### src/rtl/masked_chi_row_sequencer.sv
// Feeds a two-share masked state row by row into an external masked chi core and
// reassembles the result shares. The share0 and share1 datapaths never meet.
module masked_chi_row_sequencer #(
   parameter int CHI_LATENCY = 3,
   parameter int ROWS        = 5
) (
   input  logic                clk,
   input  logic                rst,
   input  logic                in_valid,
   output logic                in_ready,
   input  logic [5*ROWS-1:0]   in_share0,
   input  logic [5*ROWS-1:0]   in_share1,
   input  logic [ROWS-1:0]     in_rand,
   output logic [4:0]          core_share0_out,
   output logic [4:0]          core_share1_out,
   output logic                core_rand,
   input  logic [4:0]          core_share0_res,
   input  logic [4:0]          core_share1_res,
   output logic                out_valid,
   input  logic                out_ready,
   output logic [5*ROWS-1:0]   out_share0,
   output logic [5*ROWS-1:0]   out_share1
);
   localparam int RW = (ROWS > 1) ? $clog2(ROWS) : 1;
   localparam int L  = CHI_LATENCY;

   typedef enum logic [1:0] {IDLE, FEED, DRAIN, DONE} state_e;

   state_e                    state_q, state_d;
   logic [ROWS-1:0][4:0]      s0_q, s0_d, s1_q, s1_d;
   logic [ROWS-1:0][4:0]      o0_q, o0_d, o1_q, o1_d;
   logic [ROWS-1:0]           rnd_q, rnd_d;
   logic [RW-1:0]             row_q, row_d;
   logic [L-1:0]              pv_q, pv_d;
   logic [L-1:0][RW-1:0]      pidx_q, pidx_d;
   logic                      last_cap;

   // Tail of the tag pipe lines up with the core result of the row it tracks.
   assign last_cap = pv_q[L-1] && (pidx_q[L-1] == RW'(ROWS-1));

   always_ff @(posedge clk) begin
      if (rst) state_q <= IDLE;
      else     state_q <= state_d;
   end

   always_comb begin
      state_d = state_q;
      unique case (state_q)
         IDLE:  if (in_valid) state_d = FEED;
         FEED:  if (last_cap) state_d = DONE;
                else if (row_q == RW'(ROWS-1)) state_d = DRAIN;
         DRAIN: if (last_cap) state_d = DONE;
         DONE:  if (out_ready) state_d = IDLE;
         default: state_d = IDLE;
      endcase
   end

   always_comb begin
      in_ready        = (state_q == IDLE);
      out_valid       = (state_q == DONE);
      core_share0_out = '0;
      core_share1_out = '0;
      core_rand       = 1'b0;
      if (state_q == FEED) begin
         core_share0_out = s0_q[row_q];
         core_share1_out = s1_q[row_q];
         core_rand       = rnd_q[row_q];
      end
   end

   always_comb begin
      s0_d   = s0_q;
      s1_d   = s1_q;
      rnd_d  = rnd_q;
      o0_d   = o0_q;
      o1_d   = o1_q;
      row_d  = '0;
      pv_d   = '0;
      pidx_d = '0;
      if (state_q == IDLE && in_valid) begin
         s0_d  = in_share0;
         s1_d  = in_share1;
         rnd_d = in_rand;
      end
      // Input shares are wiped as soon as the last row has been handed to the core.
      if (state_q == FEED) begin
         if (state_d == FEED) row_d = row_q + RW'(1);
         else begin
            s0_d  = '0;
            s1_d  = '0;
            rnd_d = '0;
         end
      end
      if (pv_q[L-1]) begin
         o0_d[pidx_q[L-1]] = core_share0_res;
         o1_d[pidx_q[L-1]] = core_share1_res;
      end
      if (state_q == DONE && out_ready) begin
         o0_d = '0;
         o1_d = '0;
      end
      pv_d[0]   = (state_d == FEED);
      pidx_d[0] = row_d;
      for (int i = 1; i < L; i++) begin
         pv_d[i]   = pv_q[i-1];
         pidx_d[i] = pidx_q[i-1];
      end
   end

   always_ff @(posedge clk) begin
      if (rst) begin
         s0_q   <= '0;
         s1_q   <= '0;
         rnd_q  <= '0;
         o0_q   <= '0;
         o1_q   <= '0;
         row_q  <= '0;
         pv_q   <= '0;
         pidx_q <= '0;
      end else begin
         s0_q   <= s0_d;
         s1_q   <= s1_d;
         rnd_q  <= rnd_d;
         o0_q   <= o0_d;
         o1_q   <= o1_d;
         row_q  <= row_d;
         pv_q   <= pv_d;
         pidx_q <= pidx_d;
      end
   end

   assign out_share0 = o0_q;
   assign out_share1 = o1_q;

endmodule

### config.mk
export PLATFORM = sky130hd
export DESIGN_NAME = masked_chi_row_sequencer
export DESIGN_NICKNAME = d
export VERILOG_FILES = /design/src/rtl/masked_chi_row_sequencer.sv
export SDC_FILE = /design/constraint.sdc
export NUM_CORES = 1
export LEC_CHECK = 0
export BUFFER_PORTS_ARGS = -buffer_cell sky130_fd_sc_hd__buf_4
export CORE_ASPECT_RATIO = 0.9
export CORE_UTILIZATION = 29
export CTS_CLUSTER_SIZE = 25
export DETAILED_ROUTE_END_ITERATION = 16
export PLACE_DENSITY_LB_ADDON = 0.1
export SLEW_MARGIN = 10
export SYNTH_ARGS = -nofsm -noshare
export SYNTH_HDL_FRONTEND = slang
export SYNTH_SLANG_ARGS = --single-unit
### constraint.sdc
create_clock -name clk -period 2.5 [get_ports clk]
set_input_delay 0.5 -clock clk [delete_from_list [all_inputs] [get_ports clk]]
set_output_delay 0.5 -clock clk [all_outputs]
set_load 0.01 [all_outputs]
Yosys cells after proc, flatten, opt, wreduce, memory -nomap -nowiden
Index checks and enable logic that the tools add are counted.
- $lt $le $gt $ge: 3
- multiplexer cells: 28
- reductions and logical operators: 7
- equal/unequal tests: 6
- add/sub/neg operators: 1
- bitwise operators: 2
- operators with widths (operator ; count):
    25-bit two-way mux ; 6
    25-bit bitwise mux ; 2
    5-bit two-way mux ; 8
    5-bit binary-select mux with 3-bit select ; 2
    5-bit demux with 3-bit select ; 1
    2-bit two-way mux ; 5
    3-bit by 4-bit < comparator with 1-bit output, second input constant ; 2
    2-bit case mux with 4 select lines ; 1
    3-bit equality test, second input constant ; 2
    2-bit by 1-bit equality test with 1-bit output, second input constant ; 2
    2-bit equality test, second input constant ; 2
    1-bit logical AND ; 4
    3-bit by 1-bit adder with 3-bit output, second input constant ; 1
    1-bit binary-select mux with 3-bit select ; 1
    3-bit by 1-bit greater-or-equal comparator with 1-bit output, second input constant ; 1
    3-bit OR reduction ; 1
    2-bit zero test ; 1
    1-bit two-way mux ; 2
    1-bit NOT ; 2
    2-bit OR reduction ; 1
- output and inout bits: 63
- word-level logic and storage cells: 73
- register bits: 119
- input bits: 69

Depth between registers and ports, before layout
Gate-level depths: netlist (run 1).
- depth in word-level cells: 7
- depth in mapped cells: 8
- depth with buffers taken out: 5

Worst setup path after synthesis (run 1)
OpenSTA, ideal clock, no wires.
- kind: register to output
- start point: register, netlist name pidx_d[5]
- end point: output core_rand
- slack: 0.651 ns
- arrival: 1.349 ns
- cell stages (with the launch flop): 6
- data required time: 2.000 ns
- buffers on the path: 2
- cell sequence: dfxtp_1 > buf_6 > or4b_4 > buf_6 > o22ai_1 > a21o_1
- RTL lines (item ; line ; source):
    to (decl) ; 16 ; output logic core_rand,

==> results.sh, run 1 <==
export IMPL_pwr_share_seq=0.416
export IMPL_drtPass1Iterations=4
export IMPL_setup_violations=0
export IMPL_cts_tree="built"
export IMPL_final_layout_size_suffix_gt1_frac=0.2624
export IMPL_yosysSeqAreaShare=0.5068
export IMPL_endpoint_kind="primary output"
export IMPL_arrival_ns=1.90
export IMPL_dieHeight_um=122.8
export IMPL_h_tree_depth=4
export IMPL_hold_class="in2reg"
export IMPL_place_inst=873
export IMPL_clock_sinks=119
export IMPL_num_antenna_cells=0
export IMPL_coreArea_mm2=0.01560
export IMPL_worstSetupPathType="reg2out"
export IMPL_gr_total_overflow=0
export IMPL_viasPerCell=4.684
export IMPL_synth_top_flop_cell="dfxtp_1"
export IMPL_p_per_area_mw_per_mm2=757.4
export IMPL_vias=4248
export IMPL_initial_core_util=0.3013
export IMPL_power_leakage_nw=2.624
export IMPL_nFillCells=1611
export IMPL_slew_limit_headroom=0.3048
export IMPL_layout_min_cycle_time_ns=2.400
export IMPL_clk_path_buf_depth=2
export IMPL_rows=43
export IMPL_worstHoldStart="rst"
export IMPL_dpl_cell_area_mm2=0.005818
export IMPL_cts_clk_slew_worst_paths_ns=0.05
export IMPL_worst_path_max_fanout=7
export IMPL_drtAntennaViolNets=0
export IMPL_met3_usage=0.05452
export IMPL_clkPwrFrac=0.503
export IMPL_status="complete, no violations"
export IMPL_grt_use_met2=0.2481
export IMPL_initialDrtViolationCount=258
export IMPL_layout_cells_non_filler=907
export IMPL_clk_latency_ns=0.41
export IMPL_synthCells=573
export IMPL_nets=763
export IMPL_cp_required_ns=2.00
export IMPL_top_usage_layer="met2"
export IMPL_antenna_found_initial=0
export IMPL_worstMarginPinSlew_ns=1.043
export IMPL_dp_final_hpwl_mm=9.382
export IMPL_p_sw_mw=1.093
export IMPL_grt_pass1_vias=4035
export IMPL_die_area_mm2=0.01672
export IMPL_rsz0062_at_grt="false"
export IMPL_root_buffer="clkbuf_16"
export IMPL_ios=132
export IMPL_syn_cell_area_mm2=0.004701
export IMPL_wl_per_cell_um=15.20
export IMPL_grt_first_pass_wirelength_mm=20.98
export IMPL_syn_avg_cell_area_um2=8.204
export IMPL_utilization=0.4160
export IMPL_synth_fp_nets=644
export IMPL_fmax_ghz=0.4167
export IMPL_crit_path_start="pidx_d[3]"
export IMPL_cp_start_kind="register"
export IMPL_fin_skew_ns=0.009804
export IMPL_syn2layout_area_growth_pct=38.06
export IMPL_grt_max_degree=51
export IMPL_power_frac_comb=0.081
export IMPL_tns_ns=0
export IMPL_r2r_start="pidx_d[3]"
export IMPL_finalCritPeriodShare=0.9598
export IMPL_peakVddDrop_uv=480.9
export IMPL_synth_edf_count=0
export IMPL_wl_mm=13.79
export IMPL_synth_seq_cells=119
export IMPL_slew_viol_final=0
export IMPL_power_mw=4.915
export IMPL_use_met1=0.2306
export IMPL_async_reset_ff_frac=0
export IMPL_grt_usage=0.1680
export IMPL_ys_types=35
export IMPL_yosys_warnings=0
export IMPL_intPower_mw=3.823
export IMPL_gp_congestion=0.7206
export IMPL_design_area_mm2=0.006490
export IMPL_hold_violations=0
export IMPL_drcViolationCount=0
export IMPL_port_buffer_count=131
export IMPL_drv_cap=0
export IMPL_die_w_um=136.2
export IMPL_sw_frac_of_total=0.2223
export IMPL_cts_buffers=17
layout make-up:
type,count,area (µm²),share of cell area
Clock buffer,25,485.5,0.07480
Clock inverter,7,117.6,0.01812
Inverter,4,15.01,0.002313
Multi-Input combinational cell,406,2116,0.3260
Sequential cell,119,2390,0.3682
Tap cell,202,252.7,0.03894
Timing Repair Buffer,144,1114,0.1716
cell families (layout without fill, tap and decap cells):
kind of cell,after synthesis,after routing,share of synthesized area
flip-flops,119,119,0.5068
multiplexers,22,22,0.04685
AND/OR/NAND/NOR,248,249,0.2318
adder cells (fa/ha/maj),2,2,0.005323
AO/OA/AOI/OAI,132,132,0.1533
XOR/XNOR,1,1,0.001864
buffers and inverters,49,180,0.05403
power groups by stage:
| stage | registers (mW) | logic [mW] | clock network, mW |
|---|---|---|---|
| after floorplan | 2.07 | 0.227 | 0 |
| after global placement | 2.08 | 0.391 | 0 |
| after detailed placement | 2.08 | 0.397 | 0 |
| after CTS | 2.04 | 0.398 | 2.53 |
| after global routing | 2.05 | 0.439 | 2.63 |
| final | 2.04 | 0.399 | 2.47 |
layer usage:
metal  routed length, µm  vias to the layer above  part of all wire
li1                    -                     2142                 -
met1                6827                     1989              0.50
met2                6145                      105              0.45
met3                 702                       12             0.051
met4                 114                        0            0.0083
met5                   0                        -                 0
worst max-delay path, stage by stage, from the launching register on:
cell	delay (ns)
dfxtp_2	0.38
or4b_4	0.63
o22ai_1	0.21
a21o_1	0.15
buf_4	0.13
placed cells by master, fill, tap and decap left out, types with 2 or more instances in the layout:
cell type and instances:
o22ai_1 11, buf_12 2, nor2_1 7, buf_4 140, clkbuf_16 17, dfxtp_2 3
nand4bb_1 3, nor4bb_1 2, dfxtp_1 115, bufinv_16 3, clkbuf_1 5, inv_1 4
nor2b_1 7, a21oi_1 108, nand4b_1 2, a21o_1 11, nand2_1 211, or4b_4 2
clkinvlp_4 3, clkbuf_8 3, nor4b_4 2, mux2i_1 22, ha_1 2
registers in the layout (all words and copies together), names as in the netlist:
name        flops
pv_q            3
state_q         2
rnd_q           5
pidx_q          3
s0_q           25
out_share0     25
out_share1     25
s1_q           25
pidx_d          6
cells in the mapped netlist, drive strengths merged (4+ instances only):
| master | n | area, µm² |
|---|---|---|
| nand2 | 211 | 792.0 |
| mux2i | 22 | 220.2 |
| inv | 4 | 15.01 |
| clkbuf | 6 | 22.52 |
| o22ai | 11 | 68.82 |
| dfxtp | 119 | 2382 |
| a21oi | 108 | 540.5 |
| nor2 | 7 | 26.28 |
| nand4bb | 4 | 45.04 |
| nor2b | 7 | 43.79 |
| buf | 39 | 216.5 |
| a21o | 11 | 82.58 |
path summary, 6_finish.rpt:
path | slack, ns | depth (start not counted) | endpoint
setup / recovery | 0.10 | 4 | core_share0_out[3]
hold / removal | 0.33 | 2 | pidx_d[7]
setup reg to reg | 0.31 | 6 | s0_q[22]
hold reg to reg | 0.43 | 1 | pidx_q[8]
repair_timing:
| item | 4_1_cts | 5_1_grt |
|---|---|---|
| cloned | 0 | 2 |
| hold buffers | 0 | 0 |
| endpoints found under the setup margin | 11 | 10 |
| endpoints found under the hold margin | 0 | 0 |
| setup buffers | 0 | 0 |
| pin swaps | 0 | 2 |
| gates resized for setup | 2 | 10 |
stage by stage:
stage,setup slack [ns],hold WS (ns)
6_report,0.1004,0.3283
5_1_grt,0.004116,0.3209
4_1_cts,0.0007396,0.3156
3_5_place_dp,0.2946,0.4310
3_3_place_gp,0.3389,0.4400
2_1_floorplan,0.6511,0.4138
(Power assumes the default switching activity.)
==> inputs of run 2 (changes only) <==
- CORE_MARGIN: default -> 3
- REMOVE_ABC_BUFFERS: default -> 1
==> results.sh, run 2 (synthesis results as in run 1) <==
export IMPL_clock_sinks=119
export IMPL_syn2layout_area_growth_pct=35.51
export IMPL_grt_max_degree=56
export IMPL_slowest_stage="or4b_4"
export IMPL_grt_pass1_vias=3929
export IMPL_grt_first_pass_wirelength_mm=20.22
export IMPL_drtPass1Iterations=4
export IMPL_status="complete, no violations"
export IMPL_coreArea_mm2=0.01566
export IMPL_die_w_um=140.2
export IMPL_grt_usage=0.1450
export IMPL_min_delay_path_depth=3
export IMPL_tns_ns=0
export IMPL_p_per_area_mw_per_mm2=728.3
export IMPL_num_antenna_cells=0
export IMPL_antenna_found_initial=0
export IMPL_layout_cells_non_filler=905
export IMPL_worst_path_max_fanout=7
export IMPL_power_mw=4.639
export IMPL_worstHoldStart="in_share0[17]"
export IMPL_initial_core_util=0.3002
export IMPL_finalCritPeriodShare=0.9453
export IMPL_drcViolationCount=0
export IMPL_endpoint_kind="primary output"
export IMPL_nets=761
export IMPL_die_area_mm2=0.01778
export IMPL_rows=43
export IMPL_wl_met3_um=869
export IMPL_layout_min_cycle_time_ns=2.363
export IMPL_cts_clk_slew_worst_paths_ns=0.05
export IMPL_hold_path_end="s0_q[17]"
export IMPL_drtAntennaViolNets=0
export IMPL_r2r_start="pidx_d[4]"
export IMPL_fmax_ghz=0.4232
export IMPL_dp_final_hpwl_mm=8.932
export IMPL_place_inst=872
export IMPL_cts_tree="built"
export IMPL_cts_buffers=17
export IMPL_slew_limit_headroom=0.6017
export IMPL_top_layer="met4"
export IMPL_cts_hold_buffers=0
export IMPL_root_buffer="clkbuf_16"
export IMPL_path_cells="or4b_4 -> o22ai_1 -> a21o_1 -> buf_4"
export IMPL_rsz0062_at_grt="false"
export IMPL_slew_viol_final=0
export IMPL_worstSetupPathType="reg2out"
export IMPL_vias=4160
export IMPL_reg2reg_depth=7
export IMPL_clk_path_buf_depth=2
export IMPL_critPathBufInv=1
export IMPL_power_leakage_nw=2.588
export IMPL_ios=132
export IMPL_clk_latency_ns=0.41
export IMPL_drv_cap=0
export IMPL_gr_total_overflow=0
export IMPL_peakVddDrop_uv=481.0
export IMPL_gp_congestion=0.7189
export IMPL_utilization=0.4069
export IMPL_layout_commonest_cell="nand2_1"
export IMPL_port_buffer_count=131
export IMPL_layout_common_cells="nand2_1 (211), buf_4 (140), dfxtp_1 (114)"
export IMPL_fin_skew_ns=0.006143
export IMPL_cp_start_kind="register"
export IMPL_initialDrtViolationCount=221
export IMPL_h_tree_depth=4
export IMPL_hold_class="in2reg"
export IMPL_arrival_ns=1.86
export IMPL_viasPerCell=4.597
export IMPL_met1_length_mm=6.212
export IMPL_cp_required_ns=2.00
export IMPL_max_stage_delay_ns=0.65
export IMPL_final_layout_size_suffix_gt1_frac=0.2617
export IMPL_r2r_slack_ns=0.64
export IMPL_route_met2_wl_mm=6.185
export IMPL_r2r_end="s0_q[16]"
export IMPL_wl_per_cell_um=14.79
export IMPL_worstMarginPinSlew_ns=0.5974
export IMPL_crit_family="simple AND/OR/NAND/NOR gates"
export IMPL_wl_mm=13.38
export IMPL_dieHeight_um=126.8
export IMPL_setup_violations=0
export IMPL_hold_violations=0
## run 2: where the power goes
group	total, mW	internal (mW)	switching, mW	leakage, nW
clock network	2.21	1.38	0.830	0.263
registers	2.04	1.99	0.0502	0.975
logic	0.392	0.183	0.209	1.35
total	4.64	3.55	1.09	2.59
## run 2: how the worst max path moves through the flow
stage,to,from,depth (start not counted)
2_1_floorplan,rnd_q[0],in_valid,3
3_3_place_gp,core_share1_out[2],state_q[0],4
3_5_place_dp,core_share0_out[4],state_q[0],4
4_1_cts,core_share0_out[4],state_q[0],4
5_1_grt,core_share1_out[2],pidx_d[3],4
6_report,core_share0_out[4],pidx_d[3],4
## run 2: layout make-up
| type | count | area (µm²) |
|---|---|---|
| Fill cell | 1584 | 9286 |
| Timing Repair Buffer | 142 | 1082 |
| Inverter | 4 | 15.01 |
| Multi-Input combinational cell | 406 | 2095 |
| Clock inverter | 10 | 80.08 |
| Clock buffer | 22 | 454.2 |
| Sequential cell | 119 | 2391 |
| Tap cell | 202 | 252.7 |
## run 2: through the flow
step	instance area [µm²]	worst slack, ns	hold WS (ns)
global placement	5808	0.4708	0.4268
detailed placement	5808	0.4470	0.4204
floorplan	4462	-1.279	0.4138
finish	6370	0.1368	0.3350
global route	6370	0.04196	0.3287
CTS	6342	0.004873	0.3178
## run 2: layer usage
metal  vias to the layer above  GRT usage
met4                         0    0.03761
li1                       2136          -
met3                        11    0.05315
met5                         -          0
met2                        95     0.2278
met1                      1918     0.1895
## run 2: worst reg2reg max path: cells and delay by family (launching register included)
| family | cells | cell delay, ns |
|---|---|---|
| AO/OA/AOI/OAI | 3 | 0.38 |
| adder cells (fa/ha/maj) | 1 | 0.20 |
| buffers and inverters | 3 | 0.82 |
| flip-flops | 1 | 0.31 |
## run 2: what timing repair did
item / in CTS / in global routing
hold endpoints to repair: 0 / 0
setup endpoints to repair: 0 / 11
resized for setup: 0 / 8
setup buffers: 0 / 0
